**src/rtl/ofs_fim_eth_axis_tx_pkt_gen.sv**
```systemverilog
`default_nettype none
// ============================================================================
// Module      : ofs_fim_eth_axis_tx_pkt_gen
// Description : AFU-side Ethernet TX frame generator. Drives the 64-bit TX
//               AXI-S channel with frames built from runtime configuration:
//               a DA/SA/EtherType header followed by an incrementing-byte
//               payload. Supports fixed-count or continuous runs, a
//               programmable inter-packet gap and a graceful stop.
// Ports       : clk, rst_n (sync, active-low)
//               start / stop             run control pulses
//               cfg_*                    frame config, latched at start
//               tx_t{valid,ready,data,keep,last,user}  AXI-S master
//               busy, done, pkts_sent    run status
//               bytes_sent               (only with OFS_FIM_ETH_PKTGEN_STATS_EN)
// Options     : `define OFS_FIM_ETH_PKTGEN_STATS_EN adds the saturating
//               bytes_sent counter.
// Revision    : 1.0 - initial release
// ============================================================================
module ofs_fim_eth_axis_tx_pkt_gen #(
  parameter int MIN_PKT_LEN = 64,
  parameter int MAX_PKT_LEN = 9600,
  parameter int CNT_WIDTH   = 32
) (
  input  logic                 clk,
  input  logic                 rst_n,
  input  logic                 start,
  input  logic                 stop,
  input  logic [13:0]          cfg_pkt_len,
  input  logic [CNT_WIDTH-1:0] cfg_pkt_cnt,
  input  logic [7:0]           cfg_ipg,
  input  logic [47:0]          cfg_dst_mac,
  input  logic [47:0]          cfg_src_mac,
  input  logic [15:0]          cfg_ethertype,
  output logic                 tx_tvalid,
  input  logic                 tx_tready,
  output logic [63:0]          tx_tdata,
  output logic [7:0]           tx_tkeep,
  output logic                 tx_tlast,
  output logic                 tx_tuser,
  output logic                 busy,
  output logic                 done,
  output logic [CNT_WIDTH-1:0] pkts_sent
`ifdef OFS_FIM_ETH_PKTGEN_STATS_EN
  ,
  output logic [47:0]          bytes_sent
`endif
);

  typedef enum logic [1:0] {
    ST_IDLE = 2'd0,
    ST_SEND = 2'd1,
    ST_GAP  = 2'd2,
    ST_FIN  = 2'd3
  } state_t;

  // Byte idx (0 = first on the wire) of a MAC address held MSB-first.
  function automatic logic [7:0] mac_byte(input logic [47:0] mac, input logic [2:0] idx);
    logic [7:0] b;
    case (idx)
      3'd0:    b = mac[47:40];
      3'd1:    b = mac[39:32];
      3'd2:    b = mac[31:24];
      3'd3:    b = mac[23:16];
      3'd4:    b = mac[15:8];
      default: b = mac[7:0];
    endcase
    return b;
  endfunction

  // Full 8-byte content of a beat; bytes past the frame end are don't-care
  // (masked by tkeep) and simply continue the payload sequence.
  function automatic logic [63:0] beat_data(input logic [10:0] beat, input logic [7:0] seed,
                                            input logic [47:0] da, input logic [47:0] sa,
                                            input logic [15:0] et);
    logic [63:0] d;
    logic [13:0] k;
    d = '0;
    for (int n = 0; n < 8; n++) begin
      k = {beat, 3'b000} + 14'(n);
      if (k < 14'd6)        d[n*8 +: 8] = mac_byte(da, k[2:0]);
      else if (k < 14'd12)  d[n*8 +: 8] = mac_byte(sa, 3'(k - 14'd6));
      else if (k == 14'd12) d[n*8 +: 8] = et[15:8];
      else if (k == 14'd13) d[n*8 +: 8] = et[7:0];
      else                  d[n*8 +: 8] = seed + k[7:0] - 8'd14;
    end
    return d;
  endfunction

  function automatic logic [7:0] beat_keep(input logic [10:0] beat, input logic [10:0] last_beat,
                                           input logic [2:0] rem);
    logic [7:0] kp;
    if (beat == last_beat && rem != 3'd0) kp = (8'd1 << rem) - 8'd1;
    else                                  kp = 8'hFF;
    return kp;
  endfunction

  state_t               state_q, state_d;
  logic [2:0]           rem_q, rem_d;            // len % 8 of the latched length
  logic [10:0]          last_beat_q, last_beat_d;
  logic [10:0]          beat_q, beat_d;
  logic [CNT_WIDTH-1:0] cnt_q, cnt_d;
  logic [7:0]           ipg_q, ipg_d;
  logic [7:0]           gap_q, gap_d;
  logic [47:0]          dmac_q, dmac_d;
  logic [47:0]          smac_q, smac_d;
  logic [15:0]          etype_q, etype_d;
  logic [7:0]           seed_q, seed_d;
  logic                 stop_pend_q, stop_pend_d;
  logic [CNT_WIDTH-1:0] pkts_sent_q, pkts_sent_d;
  logic                 tvalid_q, tvalid_d;
  logic [63:0]          tdata_q, tdata_d;
  logic [7:0]           tkeep_q, tkeep_d;
  logic                 tlast_q, tlast_d;
  logic                 busy_q, busy_d;
  logic                 done_q, done_d;

  logic                 hs;
  logic                 load_beat;
  logic [13:0]          len_clamp;
  logic [13:0]          beats_clamp;
  logic [10:0]          last_beat_clamp;

  assign hs = tvalid_q & tx_tready;

  always_comb begin
    if (cfg_pkt_len < 14'(MIN_PKT_LEN))      len_clamp = 14'(MIN_PKT_LEN);
    else if (cfg_pkt_len > 14'(MAX_PKT_LEN)) len_clamp = 14'(MAX_PKT_LEN);
    else                                     len_clamp = cfg_pkt_len;
    beats_clamp     = (len_clamp + 14'd7) >> 3;
    last_beat_clamp = 11'(beats_clamp - 14'd1);
  end

`ifdef OFS_FIM_ETH_PKTGEN_STATS_EN
  logic [47:0] bytes_q, bytes_d;
  logic [3:0]  keep_cnt;
  logic [48:0] bytes_sum;

  always_comb begin
    keep_cnt = '0;
    for (int i = 0; i < 8; i++) keep_cnt = keep_cnt + {3'b000, tkeep_q[i]};
    bytes_sum = {1'b0, bytes_q} + {45'd0, keep_cnt};
  end
`endif

  always_comb begin
    state_d     = state_q;
    rem_d       = rem_q;
    last_beat_d = last_beat_q;
    beat_d      = beat_q;
    cnt_d       = cnt_q;
    ipg_d       = ipg_q;
    gap_d       = gap_q;
    dmac_d      = dmac_q;
    smac_d      = smac_q;
    etype_d     = etype_q;
    seed_d      = seed_q;
    stop_pend_d = stop_pend_q;
    pkts_sent_d = pkts_sent_q;
    tvalid_d    = tvalid_q;
    tdata_d     = tdata_q;
    tkeep_d     = tkeep_q;
    tlast_d     = tlast_q;
    busy_d      = busy_q;
    done_d      = 1'b0;
    load_beat   = 1'b0;
`ifdef OFS_FIM_ETH_PKTGEN_STATS_EN
    bytes_d     = bytes_q;
`endif

    unique case (state_q)
      ST_IDLE: begin
        // stop is deliberately not sampled here: start wins when both pulse.
        if (start) begin
          rem_d       = len_clamp[2:0];
          last_beat_d = last_beat_clamp;
          cnt_d       = cfg_pkt_cnt;
          ipg_d       = cfg_ipg;
          dmac_d      = cfg_dst_mac;
          smac_d      = cfg_src_mac;
          etype_d     = cfg_ethertype;
          pkts_sent_d = '0;
          stop_pend_d = 1'b0;
          beat_d      = '0;
          seed_d      = '0;
          busy_d      = 1'b1;
          load_beat   = 1'b1;
          state_d     = ST_SEND;
`ifdef OFS_FIM_ETH_PKTGEN_STATS_EN
          bytes_d     = '0;
`endif
        end
      end

      ST_SEND: begin
        stop_pend_d = stop_pend_q | stop;
        if (hs) begin
`ifdef OFS_FIM_ETH_PKTGEN_STATS_EN
          bytes_d = bytes_sum[48] ? '1 : bytes_sum[47:0];
`endif
          if (tlast_q) begin
            pkts_sent_d = pkts_sent_q + CNT_WIDTH'(1);
            // A count of 0 never matches, so continuous runs end only on stop.
            if (stop_pend_d || (cnt_q != '0 && pkts_sent_d == cnt_q)) begin
              tvalid_d = 1'b0;
              busy_d   = 1'b0;
              done_d   = 1'b1;
              state_d  = ST_FIN;
            end else if (ipg_q != 8'd0) begin
              tvalid_d = 1'b0;
              gap_d    = ipg_q;
              state_d  = ST_GAP;
            end else begin
              beat_d    = '0;
              seed_d    = pkts_sent_d[7:0];
              load_beat = 1'b1;
            end
          end else begin
            beat_d    = beat_q + 11'd1;
            load_beat = 1'b1;
          end
        end
      end

      ST_GAP: begin
        stop_pend_d = stop_pend_q | stop;
        if (stop_pend_d) begin
          busy_d  = 1'b0;
          done_d  = 1'b1;
          state_d = ST_FIN;
        end else if (gap_q == 8'd1) begin
          beat_d    = '0;
          seed_d    = pkts_sent_q[7:0];
          load_beat = 1'b1;
          state_d   = ST_SEND;
        end else begin
          gap_d = gap_q - 8'd1;
        end
      end

      ST_FIN: begin
        state_d = ST_IDLE;
      end

      default: begin
        state_d = ST_IDLE;
      end
    endcase

    // Every new beat is built from the next-state config so the first beat
    // after start uses the freshly latched values.
    if (load_beat) begin
      tvalid_d = 1'b1;
      tdata_d  = beat_data(beat_d, seed_d, dmac_d, smac_d, etype_d);
      tkeep_d  = beat_keep(beat_d, last_beat_d, rem_d);
      tlast_d  = (beat_d == last_beat_d);
    end
  end

  always_ff @(posedge clk) begin
    if (!rst_n) begin
      state_q     <= ST_IDLE;
      rem_q       <= '0;
      last_beat_q <= '0;
      beat_q      <= '0;
      cnt_q       <= '0;
      ipg_q       <= '0;
      gap_q       <= '0;
      dmac_q      <= '0;
      smac_q      <= '0;
      etype_q     <= '0;
      seed_q      <= '0;
      stop_pend_q <= 1'b0;
      pkts_sent_q <= '0;
      tvalid_q    <= 1'b0;
      tdata_q     <= '0;
      tkeep_q     <= '0;
      tlast_q     <= 1'b0;
      busy_q      <= 1'b0;
      done_q      <= 1'b0;
`ifdef OFS_FIM_ETH_PKTGEN_STATS_EN
      bytes_q     <= '0;
`endif
    end else begin
      state_q     <= state_d;
      rem_q       <= rem_d;
      last_beat_q <= last_beat_d;
      beat_q      <= beat_d;
      cnt_q       <= cnt_d;
      ipg_q       <= ipg_d;
      gap_q       <= gap_d;
      dmac_q      <= dmac_d;
      smac_q      <= smac_d;
      etype_q     <= etype_d;
      seed_q      <= seed_d;
      stop_pend_q <= stop_pend_d;
      pkts_sent_q <= pkts_sent_d;
      tvalid_q    <= tvalid_d;
      tdata_q     <= tdata_d;
      tkeep_q     <= tkeep_d;
      tlast_q     <= tlast_d;
      busy_q      <= busy_d;
      done_q      <= done_d;
`ifdef OFS_FIM_ETH_PKTGEN_STATS_EN
      bytes_q     <= bytes_d;
`endif
    end
  end

  assign tx_tvalid = tvalid_q;
  assign tx_tdata  = tdata_q;
  assign tx_tkeep  = tkeep_q;
  assign tx_tlast  = tlast_q;
  assign tx_tuser  = 1'b0;
  assign busy      = busy_q;
  assign done      = done_q;
  assign pkts_sent = pkts_sent_q;
`ifdef OFS_FIM_ETH_PKTGEN_STATS_EN
  assign bytes_sent = bytes_q;
`endif

endmodule
`default_nettype wire

```
**config.mk**
```make
export PLATFORM = sky130hd
export DESIGN_NAME = ofs_fim_eth_axis_tx_pkt_gen
export DESIGN_NICKNAME = d
export VERILOG_FILES = /design/src/rtl/ofs_fim_eth_axis_tx_pkt_gen.sv
export SDC_FILE = /design/constraint.sdc
export NUM_CORES = 1
export LEC_CHECK = 0
export CAP_MARGIN = 20
export CORE_ASPECT_RATIO = 1.75
export CORE_UTILIZATION = 49
export DETAILED_ROUTE_END_ITERATION = 16
export GPL_ROUTABILITY_DRIVEN = 0
export MAX_ROUTING_LAYER = met4
export PLACE_DENSITY = 0.81
export SLEW_MARGIN = 30
export SYNTH_ARGS = -nofsm -noshare
export SYNTH_HDL_FRONTEND = slang
export SYNTH_SLANG_ARGS = --single-unit
export TNS_END_PERCENT = 10
```
**constraint.sdc**
```tcl
create_clock -name clk -period 5.4 [get_ports clk]
set_input_delay 1.35 -clock clk [delete_from_list [all_inputs] [get_ports clk]]
set_output_delay 1.35 -clock clk [all_outputs]
set_load 0.03 [all_outputs]
```
==> impl_metrics.yaml, run 1 <==
status:
  outcome: "finished clean"
clock_tree:
  clock_transition_at_the_registers_of_the_reported_paths_ns: 0.06
  clock_sinks: 304
  number_of_h_tree_levels: 1
  tritoncts.num_buffers: 29
  cts_tree: "built"
  post_cts.repair.setup_buffers: 0
  cts.path.max_buffers: 3
  post_cts.resized_instances: 0
  clock_tree.root_cell: "clkbuf_16"
  insertion_delay_ns: 0.58
  ctsHoldBuffers: 0
global_routing:
  grt_ovf: 0
  grt_pass1_vias: 16310
  grt_start_max_net_pins: 93
  grt.total_usage: 0.3250
  grt_first_pass_wirelength_mm: 84.84
  number_of_antenna_violations_at_the_first_check_in_global_routing: 1
timing:
  setup_total_negative_slack_ns: 0
  slew-limit-headroom: 0.3533
  final-setup-viol-count: 0
  tightestPinTransition_ns: 0.9566
  min_clock_period_post_route_ns: 5.105
  fmaxAchievable_ghz: 0.1959
  drv_slew: 0
  min_period_over_period: 0.9453
  grt_setup_unrepaired: "no"
  final_hold_viol_count: 0
  finalHoldWorstSlack_ns: 0.4485
  finClkSkew_ns: 0.01125
yosys:
  yosys.area.top_type_share: 0.3757
  synthesis.instances: 2013
  synth_nets: 2215
  synth_top_flop_cell: "dfxtp_1"
  synthesis.area_per_instance_um2: 8.047
  yosys_register_bits: 304
  synth.cell_area_mm2: 0.01620
  synth.distinct_cells: 88
  yosysWarningCount: 0
  synth_top_area_cell: "dfxtp_1"
  netlist_top_cells_area: "dfxtp_1 38%, a21oi_1 6.5%, mux2i_1 6.5%, nor2_1 6.1%, nand2_1 5.8%"
  synth-edff-count: 0
  yosysSeqAreaShare: 0.3757
  async_flop_share: 0
hold_path:
  min_path_type: "reg2reg"
  hold-path-cell-count: 2
  worstHoldStart: "tx_tdata[12]$_SDFFE_PN0P_"
  hold_path_end: "tx_tdata[12]$_SDFFE_PN0P_"
power:
  power_leakage_nw: 7.940
  power.density_mw_per_mm2: 402.5
  worst_ir_drop_vdd_uv: 289.2
cells_and_area:
  finalCoreUtilization: 0.6401
  fillers: 2650
  drive_gt1_frac: 0.09289
  syn_to_layout_area_delta_pct: 27.74
  layout.nets: 2473
  layout.cells.non_filler: 2694
critical_path:
  critical_path.startpoint: "pkts_sent[0]$_SDFFE_PN0P_"
  r2r_depth: 19
  worst_r2r_endpoint: "tx_tdata[45]$_SDFFE_PN0P_"
  crit_path_top_delay_cell: "a31oi_1"
  cp-end-kind: "flop"
  rrSetupSlack_ns: 0.30
  timing.critical_path.slowest_cell_delay_ns: 0.61
  crit_chain: "ha_1, nand3_2, nor4_4, buf_4, nand2_1, mux2i_1, a31oi_1, nor4_4, a21oi_2, buf_4, o21ai_0, a221o_1, ha_1, fa_1, a21o_1, a21oi_1, xnor2_1, a21oi_1, a211oi_1"
  path_class: "reg2reg"
  timing.rr.start: "pkts_sent[0]$_SDFFE_PN0P_"
  crit_path_max_fanout: 6
  critPathRequiredTime_ns: 5.88
  critPathArrivalTime_ns: 5.58
  startpoint_types: "flop"
placed_design:
  post-dp-hpwl_mm: 39.80
  place_inst: 2640
  port_buffers: 278
job:
  max_cap_violations: 0
floorplanning:
  die_area_mm2: 0.03382
  floorplan.rows: 87
  pin_count: 280
  fp.dieW_um: 139.4
  fp.dieH_um: 242.5
  fp.coreArea_mm2: 0.03233
  floorplan.initialDensity: 0.5011
drt:
  vias_per_cell: 6.075
  detailed_routing_iteration_count_for_the_pre_antenna_repair_pass: 6
  routed_wl_mm: 55.07
  route.vias.total: 16370
  drt.antenna.violating_nets: 0
  drc_viols: 0
  drt_iter0_drc: 1203
  detail_routed_net_length_per_standard_cell_um: 20.44
## synth_stat cells (25+ instances only)
cell type / count
nand3_1: 48
mux2_2: 26
nor3_1: 39
nor2_1: 264
xor2_1: 30
and3_1: 26
dfxtp_1: 304
nor4_1: 25
nand2_1: 251
a211oi_1: 27
clkbuf_1: 92
o21ai_0: 97
ha_1: 27
mux2i_1: 106
a21oi_1: 212
xnor2_1: 73
inv_1: 26
## critical path, delay by kind of cell, from the launching register on
family	cells	cell delay, ns
XOR/XNOR	1	0.17
multiplexers	1	0.16
adder cells (fa/ha/maj)	3	1.00
flip-flops	1	0.33
AO/OA/AOI/OAI	8	2.14
AND/OR/NAND/NOR	4	0.81
buffers and inverters	2	0.38
## cell type report
cell class	count	area, um2	area share
diodes	1	2.502	0.0001209
clock buffers	43	848.3	0.04099
clock inverters	10	163.9	0.007921
inverters	29	113.9	0.005502
multi-input cells	1535	9469	0.4576
flip-flops and latches	304	6087	0.2942
well taps	400	500.5	0.02419
repair buffers	372	3508	0.1695
## worst max-delay path by stage
stage	to	depth (start not counted)	slack, ns
6_report	tx_tdata[45]$_SDFFE_PN0P_	19	0.30
4_1_cts	tx_tdata[47]$_SDFFE_PN0P_	25	0.1
3_3_place_gp	tx_tkeep[2]$_SDFFE_PN0P_	12	0.16
5_1_grt	tx_tdata[39]$_SDFFE_PN0P_	25	0.009
3_5_place_dp	tx_tkeep[6]$_SDFFE_PN0P_	12	-0.04
2_1_floorplan	tx_tdata[46]$_SDFFE_PN0P_	23	0.05
## through the flow
step                      total power [mW]  instance area, um2  setup WS (ns)
after floorplan                      4.949               16210        0.05251
after global placement               6.028               19620         0.1625
after detailed placement             6.113               19620       -0.03538
after CTS                            8.297               20640        0.09532
after global routing                 8.715               20690       0.009423
final                                8.329               20690         0.2954
## report_power, final
| group | internal [mW] | leakage [nW] | switching [mW] | total [mW] |
|---|---|---|---|---|
| Combinational | 1.26 | 4.96 | 2.02 | 3.28 |
| Sequential | 2.63 | 2.49 | 0.231 | 2.87 |
| Clock | 1.28 | 0.493 | 0.908 | 2.19 |
## routing by layer
layer,global-route usage,share of wire,up-vias
li1,-,-,7625
met2,0.5726,0.50,798
met1,0.3096,0.34,7647
met4,0.2523,0.087,0
met3,0.06266,0.075,297
met5,-,0,-
## sequential cells by signal, indices dropped and copies added, names as in the netlist
register     cells
tx_tdata        64
dmac_q          48
smac_q          48
cnt_q           32
pkts_sent       32
etype_q         16
beat_q          11
last_beat_q     11
gap_q            8
ipg_q            8
seed_q           8
tx_tkeep         8
rem_q            3
state_q          2
busy             1
done             1
stop_pend_q      1
tx_tlast         1
tx_tvalid        1
## cells in the final DEF, fill, tap and decap left out, drive strengths merged, types with 5 or more instances in the layout
cell type / Yosys / layout
o21a: 8 / 8
nand3: 49 / 49
a21oi: 213 / 213
clkbuf: 92 / 43
and3: 26 / 26
inv: 27 / 29
or3: 5 / 5
nand2b: 12 / 12
a22oi: 6 / 6
xnor2: 74 / 74
nor2b: 12 / 12
or4: 9 / 9
a31oi: 22 / 22
mux2i: 106 / 106
ha: 27 / 27
a311oi: 14 / 14
a211oi: 27 / 27
dfxtp: 304 / 304
nor2: 264 / 264
nor3: 41 / 41
clkdlybuf4s50: 0 / 277
clkinv: 2 / 5
nand3b: 9 / 9
a21o: 14 / 14
o31ai: 10 / 10
mux2: 26 / 26
and2: 17 / 17
xor2: 30 / 30
o211a: 5 / 5
nor4: 30 / 30
nand4: 28 / 28
buf: 53 / 95
a41oi: 9 / 9
o211ai: 21 / 21
nand2: 251 / 251
o21ai: 100 / 100
## cell families after synthesis
group / Yosys count / share of synthesized area
xor+xnor: 105 / 0.05878
fa+ha+maj: 32 / 0.02642
buf+inv: 174 / 0.04557
simple gates: 768 / 0.2208
compound gates: 497 / 0.1889
other cells: 1 / 0.0002315
mux: 132 / 0.08357
flops: 304 / 0.3757
No activity file was read; power rests on OpenSTA's default activity.
==> run 2: changes to the inputs <==
- MAX_ROUTING_LAYER: met4 -> unset
==> impl_metrics.yaml, run 2 (synthesis gave the netlist of run 1 again) <==
status:
  outcome: "finished clean"
drt:
  dr_wl_met3_mm: 4.176
  drc_viols: 0
  detailed_routing_iteration_count_for_the_pre_antenna_repair_pass: 5
  vias_per_cell: 6.099
  drt.antenna.violating_nets: 0
  drt_iter0_drc: 1157
  route.vias.total: 16430
  routed_wl_mm: 54.81
  detail_routed_net_length_per_standard_cell_um: 20.35
  top_signal_layer_used: "met4"
  route.met2.wl_mm: 27.46
  wl_met1_mm: 18.43
clock_tree:
  number_of_h_tree_levels: 1
  clock_tree.root_cell: "clkbuf_16"
  cts_tree: "built"
  clock_transition_at_the_registers_of_the_reported_paths_ns: 0.06
  insertion_delay_ns: 0.57
  tritoncts.num_buffers: 29
  clock_sinks: 304
  cts.path.max_buffers: 3
power:
  power.density_mw_per_mm2: 402.3
  power_internal_mw: 5.174
  power.net_switching_mw: 3.151
  power.share.switching: 0.3785
  power_leakage_nw: 7.940
  clockPowerShare: 0.262
  worst_ir_drop_vdd_uv: 287.6
  sequential_power_share: 0.344
  combPwrFrac: 0.394
critical_path:
  critPathArrivalTime_ns: 5.61
  rrSetupSlack_ns: 0.27
  crit_path_max_fanout: 6
  path_class: "reg2reg"
  critical-path-top-delay-family: "compound AO/OA/AOI/OAI gates"
  timing.rr.start: "pkts_sent[0]$_SDFFE_PN0P_"
  cp-end-kind: "flop"
  critical_path.startpoint: "pkts_sent[0]$_SDFFE_PN0P_"
  crit_chain: "ha_1, nand3_2, nor4_4, buf_4, nand2_1, mux2i_1, a31oi_1, nor4_4, a21oi_2, buf_4, o21ai_0, a221o_1, ha_1, fa_1, a21o_1, a21oi_1, xnor2_1, a21oi_1, a211oi_1"
  startpoint_types: "flop"
  timing.critical_path.buf_inv: 2
  critPathRequiredTime_ns: 5.88
  crit_path_top_delay_cell: "a31oi_1"
  timing.critical_path.slowest_cell_delay_ns: 0.63
cells_and_area:
  drive_gt1_frac: 0.09289
  postLayoutCellArea_mm2: 0.02069
  multi_input_comb_area_mm2: 0.009469
  seqCellArea_mm2: 0.006087
  layout.nets: 2473
  finalCoreUtilization: 0.6401
  fillers: 2650
  final_common_cell: "dfxtp_1"
  syn_to_layout_area_delta_pct: 27.74
  layout_common_cells: "303 x dfxtp_1, 277 x clkdlybuf4s50_1, 261 x nor2_1, 250 x nand2_1, 209 x a21oi_1"
  largest_register_ffs: 64
floorplanning:
  fp.coreArea_mm2: 0.03233
  die_area_mm2: 0.03382
  pin_count: 280
  floorplan.initialDensity: 0.5011
  floorplan.rows: 87
  fp.dieW_um: 139.4
  fp.dieH_um: 242.5
placed_design:
  preCtsSetupSlack_ns: -0.03538
  port_buffers: 278
  post-dp-hpwl_mm: 39.80
  placed_area_mm2: 0.01962
timing:
  tightestPinTransition_ns: 0.9453
  setup_total_negative_slack_ns: 0
  final_hold_viol_count: 0
  grt_setup_unrepaired: "no"
  finClkSkew_ns: 0.01077
  final-setup-viol-count: 0
  slew-limit-headroom: 0.3698
  min_period_over_period: 0.9497
  fmaxAchievable_ghz: 0.1950
  drv_slew: 0
  min_clock_period_post_route_ns: 5.128
  postLayoutSetupSlackWorst_ns: 0.2716
hold_path:
  worstHoldStart: "tx_tdata[12]$_SDFFE_PN0P_"
  min_path_type: "reg2reg"
global_routing:
  grt_start_max_net_pins: 93
  grt_ovf: 0
  grt_pass1_vias: 16260
  number_of_antenna_violations_at_the_first_check_in_global_routing: 1
  grt.total_usage: 0.3150
  grt_first_pass_wirelength_mm: 84.83
job:
  max_cap_violations: 0
run 2: cell counts in the layout (fill, tap and decap cells not counted):
Identical to the previous run, type by type.
run 2: layout make-up:
class,count,area share
multi-input combinational,1535,0.4576
sequential,304,0.2942
timing repair buffer,372,0.1695
clock buffer,43,0.04099
tap,400,0.02419
clock inverter,10,0.007921
inverter,29,0.005502
antenna,1,0.0001209
run 2: power by group through the flow:
stage,combinational (mW),clock (mW),sequential [mW]
6_report,3.28,2.18,2.87
4_1_cts,3.23,2.20,2.86
3_5_place_dp,3.21,0,2.90
5_1_grt,3.52,2.29,2.90
3_3_place_gp,3.14,0,2.89
2_1_floorplan,1.80,0,3.15
run 2: stage by stage:
stage | power (mW) | std cells | hold WS (ns)
final | 8.325 | 2694 | 0.4510
after CTS | 8.297 | 2693 | 0.4523
after global placement | 6.028 | 2640 | 0.4396
after detailed placement | 6.113 | 2640 | 0.4468
after floorplan | 4.949 | 2013 | 0.4355
after global routing | 8.713 | 2694 | 0.4741
run 2: final timing paths:
kind / end / cells past startpoint
max: tx_tdata[45]$_SDFFE_PN0P_ / 19
min: tx_tdata[12]$_SDFFE_PN0P_ / 2
min reg2reg: tx_tdata[12]$_SDFFE_PN0P_ / 2
max reg2reg: tx_tdata[45]$_SDFFE_PN0P_ / 19
run 2: timing repair:
item,CTS,global route
hold buffers,0,0
endpoints found under the setup margin,0,25
gates resized for setup,0,14
setup buffers,0,0
run 2: metal layers:
layer | vias up | track usage
met5 | - | 0
met4 | 0 | 0.2601
met3 | 279 | 0.06306
met2 | 804 | 0.5674
met1 | 7732 | 0.3088
li1 | 7615 | -
run 2: worst reg2reg max path, delay by kind of cell, from the launching register on:
kind            cells  cell delay (ns)
fa+ha+maj           3             0.99
flops               1             0.33
buf+inv             2             0.39
compound gates      8             2.16
xor+xnor            1             0.18
simple gates        4             0.82
mux                 1             0.16
==> run 3: changes to the inputs <==
- GPL_TIMING_DRIVEN: unset -> 1
==> results of run 3 <==
The final DEF is identical to that of run 2; final timing and power are the same.
